### config.mk
export PLATFORM = sky130hd
export DESIGN_NAME = hazard_scoreboard
export DESIGN_NICKNAME = d
export VERILOG_FILES = /design/src/rtl/hazard_pkg.sv /design/src/rtl/hazard_reg_lock.sv /design/src/rtl/hazard_scoreboard.sv
export SDC_FILE = /design/constraint.sdc
export NUM_CORES = 1
export LEC_CHECK = 0
export CAP_MARGIN = 20
export CORE_MARGIN = 1.5
export CORE_UTILIZATION = 49
export DETAILED_ROUTE_END_ITERATION = 7
export HOLD_SLACK_MARGIN = 0.08
export PLACE_DENSITY = 0.82
export SKIP_LAST_GASP = 1
export SYNTH_ARGS = -nofsm -noshare
export SYNTH_HDL_FRONTEND = slang
export SYNTH_SLANG_ARGS = --single-unit
### constraint.sdc
create_clock -name clk -period 2.55 [get_ports clk]
set_input_delay 0.255 -clock clk [delete_from_list [all_inputs] [get_ports clk]]
set_output_delay 0.255 -clock clk [all_outputs]
set_load 0.1 [all_outputs]
### src/rtl/hazard_pkg.sv
// Shared defaults and sizing helpers for the load-use hazard scoreboard.
package hazard_pkg;

    localparam int NUM_REGS_DEFAULT = 32;
    localparam int LOAD_LAT_DEFAULT = 1;

    // Counter must be able to hold LOAD_LAT itself.
    function automatic int lock_cnt_width(input int load_lat);
        return $clog2(load_lat + 1);
    endfunction

endpackage

### src/rtl/hazard_reg_lock.sv
// One register's lock timer: loads LOAD_LAT on a load issue, clears on a
// superseding write or flush, otherwise counts down to zero and holds.
module hazard_reg_lock
    import hazard_pkg::*;
#(
    parameter  int LOAD_LAT = LOAD_LAT_DEFAULT,
    localparam int CNT_W    = lock_cnt_width(LOAD_LAT)
) (
    input  logic clk,
    input  logic rst_n,
    input  logic load_i,
    input  logic clear_i,
    output logic pending_o
);

    logic [CNT_W-1:0] cnt_q, cnt_d;

    // NOTE: cnt_d gets its hold value first so no path through this block infers a latch.
    always_comb begin
        cnt_d = cnt_q;
        if (clear_i) begin
            cnt_d = '0;
        end else if (load_i) begin
            cnt_d = CNT_W'(LOAD_LAT);
        end else if (cnt_q != '0) begin
            cnt_d = cnt_q - 1'b1;
        end
    end

    // NOTE: state registers use non-blocking assignments so every flop samples pre-edge values.
    always_ff @(posedge clk or negedge rst_n) begin
        if (!rst_n) begin
            cnt_q <= '0;
        end else begin
            cnt_q <= cnt_d;
        end
    end

    assign pending_o = (cnt_q != '0);

endmodule

### src/rtl/hazard_scoreboard.sv
// Load-use hazard scoreboard: per-register lock timers drive a combinational
// stall for the ID stage, plus a saturating stall-cycle counter.
module hazard_scoreboard
    import hazard_pkg::*;
#(
    parameter  int NUM_REGS    = NUM_REGS_DEFAULT,
    parameter  int LOAD_LAT    = LOAD_LAT_DEFAULT,
    parameter  int STALL_CNT_W = 16,
    localparam int IDX_W       = $clog2(NUM_REGS)
) (
    input  logic                   clk,
    input  logic                   rst_n,
    input  logic                   issue_valid,
    input  logic                   issue_writes,
    input  logic                   issue_is_load,
    input  logic [IDX_W-1:0]       issue_dest,
    input  logic [IDX_W-1:0]       src_rs,
    input  logic [IDX_W-1:0]       src_rt,
    input  logic                   uses_rs,
    input  logic                   uses_rt,
    input  logic                   flush,
    output logic                   stall,
    output logic [NUM_REGS-1:0]    pending,
    output logic [STALL_CNT_W-1:0] stall_count
);

    logic accept;
    logic wr_load;
    logic wr_alu;
    logic [STALL_CNT_W-1:0] stall_cnt_q, stall_cnt_d;

    // Stall looks only at pre-issue lock state, so a load reading its own
    // destination never blocks itself.
    assign stall   = !flush && ((uses_rs && pending[src_rs]) || (uses_rt && pending[src_rt]));
    assign accept  = issue_valid && !stall && !flush;
    assign wr_load = accept && issue_writes && issue_is_load;
    assign wr_alu  = accept && issue_writes && !issue_is_load;

    assign pending[0] = 1'b0;

    for (genvar r = 1; r < NUM_REGS; r++) begin : g_lock
        logic hit;
        assign hit = (issue_dest == IDX_W'(r));

        hazard_reg_lock #(
            .LOAD_LAT (LOAD_LAT)
        ) u_lock (
            .clk       (clk),
            .rst_n     (rst_n),
            .load_i    (wr_load && hit),
            .clear_i   (flush || (wr_alu && hit)),
            .pending_o (pending[r])
        );
    end

    always_comb begin
        stall_cnt_d = stall_cnt_q;
        if (stall && (stall_cnt_q != '1)) begin
            stall_cnt_d = stall_cnt_q + 1'b1;
        end
    end

    always_ff @(posedge clk or negedge rst_n) begin
        if (!rst_n) begin
            stall_cnt_q <= '0;
        end else begin
            stall_cnt_q <= stall_cnt_d;
        end
    end

    assign stall_count = stall_cnt_q;

endmodule

==> run_results.csv <==
group,metric,value,unit
timing,whs,0.3789,ns
clock_network,htreeDepth,2,
placement,dp_hpwl,4871,um
die,die_area,5957,um2
clock_network,cts-root-buf,"clkbuf_8",
timing,min_period_over_period,0.9957,
timing,post-route-min-period,2.539,ns
critical_path,r2r_cells,8,
logic_synthesis,yosys-top-cells-area,"dfrtp_1 (44%), buf_4 (9.7%), mux4_2 (6.7%), mux2i_1 (4.8%), nor2_1 (3.6%)",
outcome,status,"complete, no violations",
logic_synthesis,seq_area_frac_synth,0.4362,
logic_synthesis,yosys_warnings,0,
grt,grt_pass1_vias,2203,
logic_synthesis,synth_seq_cells,47,
timing,fmax,393.9,MHz
logic_synthesis,yosysUniqueCellTypes,47,
finish,seq_area,1184,um2
clock_network,cts_sinks,47,
die,die_w,77.18,um
critical_path,critical_path.cell_chain,"mux4_2 -> o2111a_1 -> o41ai_4 -> buf_4 -> a21oi_4 -> buf_12",
detailed_routing,final_antenna_net_count,0,
critical_path,r2r_setup_slack,0.05,ns
clock_network,path_clk_slew,0.09,ns
timing,setup_viol,0,
finish,fin_util,0.6803,
run,max_cap_violations,0,
die,initial_core_util,0.5180,
detailed_routing,wl_per_cell,16.44,um
placement,place_congestion,0.9188,
logic_synthesis,synth_top_area_frac,0.4362,
critical_path,critPathLaunchType,"flip-flop",
grt,grt_pass1_wl,10820,um
clock_network,cts_tree,"done",
logic_synthesis,synthArstFlopShare,1.000,
logic_synthesis,synth_edf_count,0,
detailed_routing,drc,0,
grt,grt-ovfl-total,0,
logic_synthesis,synth_flop_cell,"dfrtp_1",
critical_path,crit_buf_inv,2,
finish,nets,348,
worst_hold_path,min_path_type,"in -> async",
logic_synthesis,netlist_area,2696,um2
timing,layout_setup_ws,0.01103,ns
finish,drive_above_1_share,0.3846,
grt,use_met3,0.03810,
finish,fillers,426,
placement,pre_cts_slack,-0.4022,ns
critical_path,critPathMaxStageDelay,0.46,ns
finish,final_common_cell,"buf_4",
grt,grt.met2_usage,0.4079,
timing,worst_pin_slew,0.4971,ns
timing,skew,0.008471,ns
finish,final_cell_mix,"buf_4 (77), dfrtp_1 (41), nor2_1 (23), nand2_1 (18), clkdlybuf4s50_1 (15)",
logic_synthesis,syn_nets,278,
die,io_pins,72,
logic_synthesis,netlist_instances,254,
timing,finalHoldViolCount,0,
placement,port_buffers,70,
critical_path,path_max_fanout,5,
critical_path,crit_family,"compound AO/OA/AOI/OAI gates",
detailed_routing,dr.pass1.iters,4,
critical_path,arrival,2.28,ns
detailed_routing,via_per_inst,5.463,
detailed_routing,routed_wl,6495,um
clock_network,cts_made_buffers,5,
die,core-area,5205,um2
die,die_h,77.18,um
timing,rsz0062_at_grt,"yes",
finish,syn_to_final_growth,31.32,%
timing,slew_violations,0,
power,powerDensity,571.7,nW/um2
clock_network,clock_latency,0.30,ns
critical_path,r2r-start,"g_lock[9].u_lock.pending_o$_DFF_PN0_",
grt,antenna_found_initial,0,
power,leakagePower,1.680,nW
critical_path,end_kind,"output pin",
critical_path,critPathSlowestCell,"mux4_2",
critical_path,critPathKind,"reg -> out",
finish,multi_input_area,1260,um2
logic_synthesis,synth_area_per_cell,10.62,um2
grt,top_usage_layer,"met2",
timing,slew_headroom,0.6655,
detailed_routing,via_count,2158,
detailed_routing,drtIter0Drc,67,
grt,use_met1,0.2834,
grt,grt_start_max_net_pins,48,
power,peakVddDrop,736.4,uV
logic_synthesis,synth_top_cell_by_area,"dfrtp_1",
critical_path,r2r_end,"stall_count[14]$_DFFE_PN0P_",
die,std_cell_rows,26,
clock_network,max-clock-path-buffers,2,
grt,grt_usage,0.2309,
critical_path,worstPathRequired,2.30,ns
finish,diodes,0,
## cells by family (layout without fill, tap and decap cells)
logic type | count (synthesis) | after routing | share of synthesized area
AND/OR/NAND/NOR | 106 | 106 | 0.2060
flip-flops | 47 | 47 | 0.4362
buffers and inverters | 44 | 115 | 0.1160
multiplexers | 28 | 28 | 0.1443
AO/OA/AOI/OAI | 14 | 14 | 0.04919
XOR/XNOR | 13 | 13 | 0.04223
adder cells (fa/ha/maj) | 1 | 1 | 0.004640
other | 1 | 1 | 0.001391
## worst register-to-register path, stage by stage, from the launching register on
cell      delay, ns
dfrtp_1        0.41
mux4_2         0.47
o2111a_1       0.28
o41ai_4        0.39
buf_4          0.18
a21oi_4        0.07
buf_4          0.16
nand4_1        0.10
mux2_2         0.33
## cell type report
| type | instances | share of cell area |
|---|---|---|
| Clock buffer | 5 | 0.01943 |
| Tap cell | 70 | 0.02473 |
| Inverter | 2 | 0.002120 |
| Sequential cell | 47 | 0.3343 |
| Timing Repair Buffer | 105 | 0.2505 |
| Multi-Input combinational cell | 163 | 0.3558 |
| Clock inverter | 3 | 0.01307 |
## cell usage after synthesis (all sizes together) (2+ instances only)
cell type and count:
mux4 8, nand2b 3, nand4 2, nor2 26, mux2i 13, xor2 7
clkbuf 3, mux2 7, nor4 4, inv 2, a21oi 2, and3 5
nor3b 3, nor2b 10, and2 2, a22oi 2, nand2 18, nor3 10
nand3 14, dfrtp 47, xnor2 6, and4 2, o41ai 2, buf 39
nor4b 2
## through the flow
step,instances,setup TNS (ns),area (um2),power (mW)
after floorplan,254,0,2713,1.280
final,395,0,3541,2.024
after detailed placement,374,-8.752,3284,1.473
after global routing,395,-0.1933,3541,2.113
after CTS,390,0,3470,2.022
after global placement,374,-6.967,3284,1.465
## worst max-delay path by stage
stage | to | cells after the start | from
2_1_floorplan | stall_count[1]$_DFFE_PN0P_ | 8 | src_rs[0]
3_3_place_gp | g_lock[18].u_lock.pending_o$_DFF_PN0_ | 7 | src_rt[0]
3_5_place_dp | g_lock[18].u_lock.pending_o$_DFF_PN0_ | 7 | src_rt[0]
4_1_cts | stall | 6 | g_lock[12].u_lock.pending_o$_DFF_PN0_
5_1_grt | stall | 6 | g_lock[12].u_lock.pending_o$_DFF_PN0_
6_report | stall | 6 | g_lock[9].u_lock.pending_o$_DFF_PN0_
## per-layer routing
| metal | wire (um) | vias up |
|---|---|---|
| li1 | - | 996 |
| met1 | 2634 | 1057 |
| met2 | 3379 | 89 |
| met3 | 336 | 16 |
| met4 | 144 | 0 |
| met5 | 0 | - |
## flip-flops by register name, summed over array words and instances, names as in the netlist
signal and flops:
stall_count 16, g_lock.u_lock.pending_o 31
## report_power, final
group | internal, mW | switching (mW) | leakage (nW)
logic | 0.192 | 0.442 | 0.985
clock network | 0.295 | 0.255 | 0.0548
registers | 0.787 | 0.0530 | 0.640
## repair_timing
item / CTS / global route
setup buffers: 9 / 3
endpoints found under the hold margin: 0 / 13
setup endpoints to repair: 8 / 5
pin swaps: 3 / 5
hold buffers: 0 / 1
resized for setup: 13 / 5
Note: power is estimated with default switching activity, not from simulation.
